$ cat src/rtl/uart_pkg.sv
// Shared UART definitions: frame FSM states, default baud divisor and a
// counter-width helper.
package uart_pkg;

  typedef enum logic [1:0] {IDLE, START, DATA, STOP} uart_state_e;

  // 50 MHz / 115200 baud
  localparam int unsigned CLKS_PER_BIT_DEFAULT = 434;

  // Width needed to count 0..n-1, never narrower than one bit.
  function automatic int unsigned cnt_width(input int unsigned n);
    return (n > 1) ? $clog2(n) : 1;
  endfunction

endpackage

$ cat src/rtl/uart_tx_core_if.sv
// Upstream valid/ready byte stream feeding the UART transmitter.
interface uart_tx_core_if #(
  parameter int unsigned WIDTH = 8
) ();

  logic             up_valid;
  logic             up_ready;
  logic [WIDTH-1:0] up_data;

  modport master (output up_valid, output up_data, input up_ready);
  modport slave  (input up_valid, input up_data, output up_ready);

endinterface

$ cat src/rtl/uart_baud_tick.sv
// Baud divider: counts 0..CLKS_PER_BIT-1 while enabled and pulses tick on the
// last cycle of every serial bit.
module uart_baud_tick
  import uart_pkg::*;
#(
  parameter int unsigned CLKS_PER_BIT = CLKS_PER_BIT_DEFAULT
) (
  input  logic clk,
  input  logic arstn,
  input  logic clear,
  input  logic enable,
  output logic tick
);

  localparam int unsigned CntW = cnt_width(CLKS_PER_BIT);
  localparam logic [CntW-1:0] CntLast = CntW'(CLKS_PER_BIT - 1);

  logic [CntW-1:0] cnt_q, cnt_d;

  always_comb begin
    cnt_d = cnt_q;
    if (clear) begin
      cnt_d = '0;
    end else if (enable) begin
      cnt_d = (cnt_q == CntLast) ? '0 : cnt_q + CntW'(1);
    end
  end

  assign tick = enable && (cnt_q == CntLast);

  always_ff @(posedge clk or negedge arstn) begin
    if (!arstn) begin
      cnt_q <= '0;
    end else begin
      cnt_q <= cnt_d;
    end
  end

endmodule

$ cat src/rtl/uart_tx_core.sv
// UART transmitter: accepts one word per valid/ready handshake and shifts it
// out as start bit, LSB-first data bits and STOP_BITS stop bits.
module uart_tx_core
  import uart_pkg::*;
#(
  parameter int unsigned WIDTH        = 8,
  parameter int unsigned CLKS_PER_BIT = CLKS_PER_BIT_DEFAULT,
  parameter int unsigned STOP_BITS    = 1
) (
  input  logic           clk,
  input  logic           arstn,
  uart_tx_core_if.slave  up,
  output logic           tx,
  output logic           busy
);

  // One counter walks data bits, then is reused to count stop bits.
  localparam int unsigned BitW = cnt_width((WIDTH > STOP_BITS) ? WIDTH : STOP_BITS);
  localparam logic [BitW-1:0] BitLast  = BitW'(WIDTH - 1);
  localparam logic [BitW-1:0] StopLast = BitW'(STOP_BITS - 1);

  uart_state_e      state_q, state_d;
  logic [WIDTH-1:0] shift_q, shift_d;
  logic [BitW-1:0]  bit_q, bit_d;
  logic             tx_q, tx_d;
  logic             tick;
  logic             handshake;

  assign up.up_ready = (state_q == IDLE);
  assign busy        = (state_q != IDLE);
  assign handshake   = up.up_valid & up.up_ready;
  assign tx          = tx_q;

  uart_baud_tick #(
    .CLKS_PER_BIT(CLKS_PER_BIT)
  ) u_baud (
    .clk   (clk),
    .arstn (arstn),
    .clear (state_q == IDLE),
    .enable(state_q != IDLE),
    .tick  (tick)
  );

  always_comb begin
    state_d = state_q;
    shift_d = shift_q;
    bit_d   = bit_q;
    tx_d    = tx_q;
    unique case (state_q)
      IDLE: begin
        tx_d = 1'b1;
        if (handshake) begin
          state_d = START;
          shift_d = up.up_data;
          bit_d   = '0;
          tx_d    = 1'b0;
        end
      end
      START: begin
        if (tick) begin
          state_d = DATA;
          tx_d    = shift_q[0];
          shift_d = shift_q >> 1;
        end
      end
      DATA: begin
        if (tick) begin
          if (bit_q == BitLast) begin
            state_d = STOP;
            bit_d   = '0;
            tx_d    = 1'b1;
          end else begin
            bit_d   = bit_q + BitW'(1);
            tx_d    = shift_q[0];
            shift_d = shift_q >> 1;
          end
        end
      end
      STOP: begin
        if (tick) begin
          if (bit_q == StopLast) begin
            state_d = IDLE;
            bit_d   = '0;
          end else begin
            bit_d = bit_q + BitW'(1);
          end
        end
      end
      default: begin
        state_d = IDLE;
        tx_d    = 1'b1;
      end
    endcase
  end

  always_ff @(posedge clk or negedge arstn) begin
    if (!arstn) begin
      state_q <= IDLE;
      shift_q <= '0;
      bit_q   <= '0;
      tx_q    <= 1'b1;
    end else begin
      state_q <= state_d;
      shift_q <= shift_d;
      bit_q   <= bit_d;
      tx_q    <= tx_d;
    end
  end

endmodule

$ cat src/flat_wrapper.sv
// flat-port wrapper written by rule: the top's interface ports become plain ports
module uart_tx_core_flat import uart_pkg::*;
#(
  parameter int unsigned WIDTH        = 8,
  parameter int unsigned CLKS_PER_BIT = CLKS_PER_BIT_DEFAULT,
  parameter int unsigned STOP_BITS    = 1
)
  (clk, arstn, tx, busy, up_up_valid, up_up_data, up_up_ready);
  uart_tx_core_if #(.WIDTH(WIDTH)) up_i ();
  input  logic clk;
  input  logic arstn;
  output logic tx;
  output logic busy;
  input wire logic [$bits(up_i.up_valid)-1:0] up_up_valid;
  input wire logic [$bits(up_i.up_data)-1:0] up_up_data;
  output wire logic [$bits(up_i.up_ready)-1:0] up_up_ready;
  assign up_i.up_valid = up_up_valid;
  assign up_i.up_data = up_up_data;
  assign up_up_ready = up_i.up_ready;
  uart_tx_core #(.WIDTH(WIDTH), .CLKS_PER_BIT(CLKS_PER_BIT), .STOP_BITS(STOP_BITS)) u_core (.clk(clk), .arstn(arstn), .up(up_i), .tx(tx), .busy(busy));
endmodule
$ cat config.mk
export PLATFORM = sky130hd
export DESIGN_NAME = uart_tx_core_flat
export DESIGN_NICKNAME = d
export VERILOG_FILES = /design/src/rtl/uart_pkg.sv /design/src/rtl/uart_tx_core_if.sv /design/src/rtl/uart_baud_tick.sv /design/src/rtl/uart_tx_core.sv /design/src/flat_wrapper.sv
export SDC_FILE = /design/constraint.sdc
export NUM_CORES = 1
export LEC_CHECK = 0
export CORE_AREA = 2 2 71 73
export CTS_BUF_LIST = sky130_fd_sc_hd__clkbuf_8
export DETAILED_ROUTE_END_ITERATION = 10
export DIE_AREA = 0 0 73 75
export DONT_BUFFER_PORTS = 1
export MAX_ROUTING_LAYER = met4
export SLEW_MARGIN = 20
export SYNTH_ARGS = -nofsm -noshare
export SYNTH_HDL_FRONTEND = slang
export SYNTH_HIERARCHICAL = 1
export SYNTH_SLANG_ARGS = --single-unit
$ cat constraint.sdc
create_clock -name clk -period 2.4 [get_ports clk]
set_input_delay 0.36 -clock clk [delete_from_list [all_inputs] [get_ports clk]]
set_output_delay 0.36 -clock clk [all_outputs]
set_load 0.02 [all_outputs]
==> flow_summary_export.csv <==
group,metric,value,unit
sta,timing.fmax,472.4,MHz
floorplanning,dieArea,0.005475,mm2
cells_and_area,fin_nets,175,
clocking,cts_setup_buffers,0,
logic_synthesis,synth_nets,168,
sta,fin_skew,5.740,ps
clocking,cts_root_buf,"clkbuf_8",
grt,grt_pass1_wl,4243,um
detailed_routing,wl_met2,1063,um
sta,setup_tns,0,ps
sta,fin_crit,2117,ps
detailed_routing,vias,968,
clocking,clk_path_buf_depth,2,
flow_run,maxCapViolations,0,
detailed_routing,routedWlPerCell,12.22,um
logic_synthesis,synth_async_sr_flop_share,1.000,
clocking,cts_made_buffers,3,
power_and_ir_drop,vdd_drop_max,0.3457,mV
cells_and_area,fin_cells,204,
setup_path,cp_data_arrival_time,2270,ps
logic_synthesis,synthCells,144,
sta,final-max-slew-violation-count,0,
logic_synthesis,synth_adder_area_share,0.1143,
detailed_routing,drt_iter0_drc,27,
grt,grt_pass1_vias,920,
power_and_ir_drop,p_total,662.9,uW
detailed_routing,met3WireLength,93,um
floorplanning,io_pins,14,
floorplanning,die_w,73,um
cells_and_area,final_cell_area,0.001549,mm2
floorplanning,die_y,75,um
clocking,tritoncts,"built",
placement,io_buffers,0,
detailed_routing,drc,0,
placement,place_inst,199,
detailed_routing,top_layer,"met4",
logic_synthesis,synth_area,0.001423,mm2
setup_path,crit_type,"flop to flop",
cells_and_area,drive_above_1_share,0.1267,
grt,grt_max_degree,24,
detailed_routing,met1_length,1323,um
grt,antenna_found_initial,0,
sta,worst_pin_slew,524.3,ps
cells_and_area,area_growth,8.883,%
logic_synthesis,synth-compound-area-share,0.1425,
detailed_routing,vias_per_cell,4.745,
sta,maxSlewHeadroom,0.6504,
logic_synthesis,synth-seq-area-share,0.4055,
placement,place_congestion,0.7582,
clocking,clk_pin_slew_worst_paths,90,ps
logic_synthesis,synth-simple-area-share,0.1953,
logic_synthesis,synth_xor_area_frac,0.03078,
status,outcome,"finished clean",
clocking,insertion_delay,260,ps
logic_synthesis,synth_top_family_by_area,"simple AND/OR/NAND/NOR gates",
power_and_ir_drop,p_leak,0.7270,nW
setup_path,crit_required,2560,ps
logic_synthesis,synthMuxAreaShare,0.07212,
sta,finalSetupViolCount,0,
cells_and_area,n_fill_cell,466,
setup_path,crit_fanout,4,
cells_and_area,fin_util,0.3323,
grt,track_usage,0.1028,
logic_synthesis,synth-edff-count,0,
detailed_routing,first_pass_iters,4,
cells_and_area,antenna_cells,0,
power_and_ir_drop,power_density,428.0,mW/mm2
clocking,cts_resized,0,
sta,finalHoldViolCount,0,
setup_path,r2r_setup_slack,280,ps
clocking,cts_sinks,23,
logic_synthesis,synth.avg_cell_area,9.879,um2
setup_path,end_kind,"flop",
placement,place_hpwl,1895,um
setup_path,start_kind,"flop",
grt,grt.overflow.total,0,
logic_synthesis,ys.flop_type,"dfrtp_1",
detailed_routing,wirelength,2493,um
sta,finalCritPeriodShare,0.8820,
logic_synthesis,synth_cell_types,36,
clocking,h-tree-depth,1,
detailed_routing,ant_nets,0,
sta,rsz0062_at_grt,"false",
logic_synthesis,synth_seq_cells,23,
floorplanning,start_util,0.3052,
placement,dpl_cell_area,0.001498,mm2
clocking,ctsHoldBuffers,1,
floorplanning,placementRows,25,
min_path,min_path_type,"input port to asynchronous set/reset pin",
logic_synthesis,yosys_warnings,6,
floorplanning,placeableCoreArea,0.004661,mm2
kinds of logic after synthesis:
family	count (synthesis)
AO/OA/AOI/OAI	29
XOR/XNOR	5
adder cells (fa/ha/maj)	13
buffers and inverters	13
flip-flops	23
multiplexers	10
AND/OR/NAND/NOR	51
through the flow:
| stage | setup slack, ps | hold slack (ps) |
|---|---|---|
| global placement | 323.2 | 65.01 |
| global route | 84.82 | 103.3 |
| floorplan | 21.69 | 64.41 |
| CTS | 249.0 | 240.6 |
| detailed placement | 263.8 | 64.98 |
| finish | 283.1 | 59.29 |
final cells by class:
cell class / count / area [um2] / area share
clock buffers: 3 / 41.29 / 0.02666
flip-flops and latches: 23 / 576.8 / 0.3724
well taps: 54 / 67.56 / 0.04362
inverters: 11 / 41.29 / 0.02666
multi-input cells: 108 / 789.5 / 0.5097
repair buffers: 4 / 27.53 / 0.01777
clock inverters: 1 / 5.005 / 0.003231
power by group:
part / internal [mW] / total (mW) / switching [mW]
Clock: 0.116 / 0.244 / 0.129
Combinational: 0.00753 / 0.0205 / 0.0130
Sequential: 0.394 / 0.398 / 0.00381
Total: 0.517 / 0.663 / 0.145
per-layer routing:
metal  track usage  vias to the layer above
li1              -                      508
met1        0.1480                      445
met2        0.1471                       13
met3       0.02544                        2
met4       0.01852                        0
met5             -                        -
path summary, 6_finish.rpt:
check,startpoint,end,cells after the start
worst max-delay path,u_core/u_baud/cnt_q[1],u_core/state_q[1],8
worst min-delay path,arstn,u_core/shift_q[6],1
worst max register to register,u_core/u_baud/cnt_q[1],u_core/state_q[1],8
worst min register to register,u_core/shift_q[3],u_core/shift_q[3],2
max in group asynchronous,arstn,u_core/tx,1
min in group clk,up_up_data[7],u_core/shift_q[7],2
layout by cell type, fill, tap and decap left out, types with 4 or more instances in the layout:
master | Yosys | routed
nor2_1 | 16 | 16
dfrtp_1 | 22 | 22
a21oi_1 | 5 | 5
ha_1 | 13 | 13
o21ai_0 | 11 | 11
inv_1 | 11 | 11
mux2i_1 | 8 | 8
xnor2_1 | 4 | 4
nand2_1 | 13 | 13
state kept, by name, summed over array words and instances (netlist names):
signal and count:
u_core/tx 1, u_core/state_q 2, u_core/bit_q 3, u_core/u_baud/cnt_q 9, u_core/shift_q 8
critical path, stage by stage, from the launching register on:
cell and delay, ps:
dfrtp_1 410, inv_1 70, ha_1 120, and4b_1 200, nand2_1 90, nor2_1 160
o21ba_2 220, nor4_2 370, mux2_2 380
synth_stat cells, drive strengths merged, types with 3 or more instances:
master | count | area share
a21oi | 7 | 0.030
nand4 | 3 | 0.013
mux2i | 8 | 0.056
xnor2 | 4 | 0.025
nand2 | 13 | 0.034
nor2 | 17 | 0.047
nand3 | 3 | 0.011
ha | 13 | 0.11
nor3 | 3 | 0.011
dfrtp | 22 | 0.39
o21ai | 11 | 0.039
inv | 11 | 0.029
(Power assumes the default switching activity.)
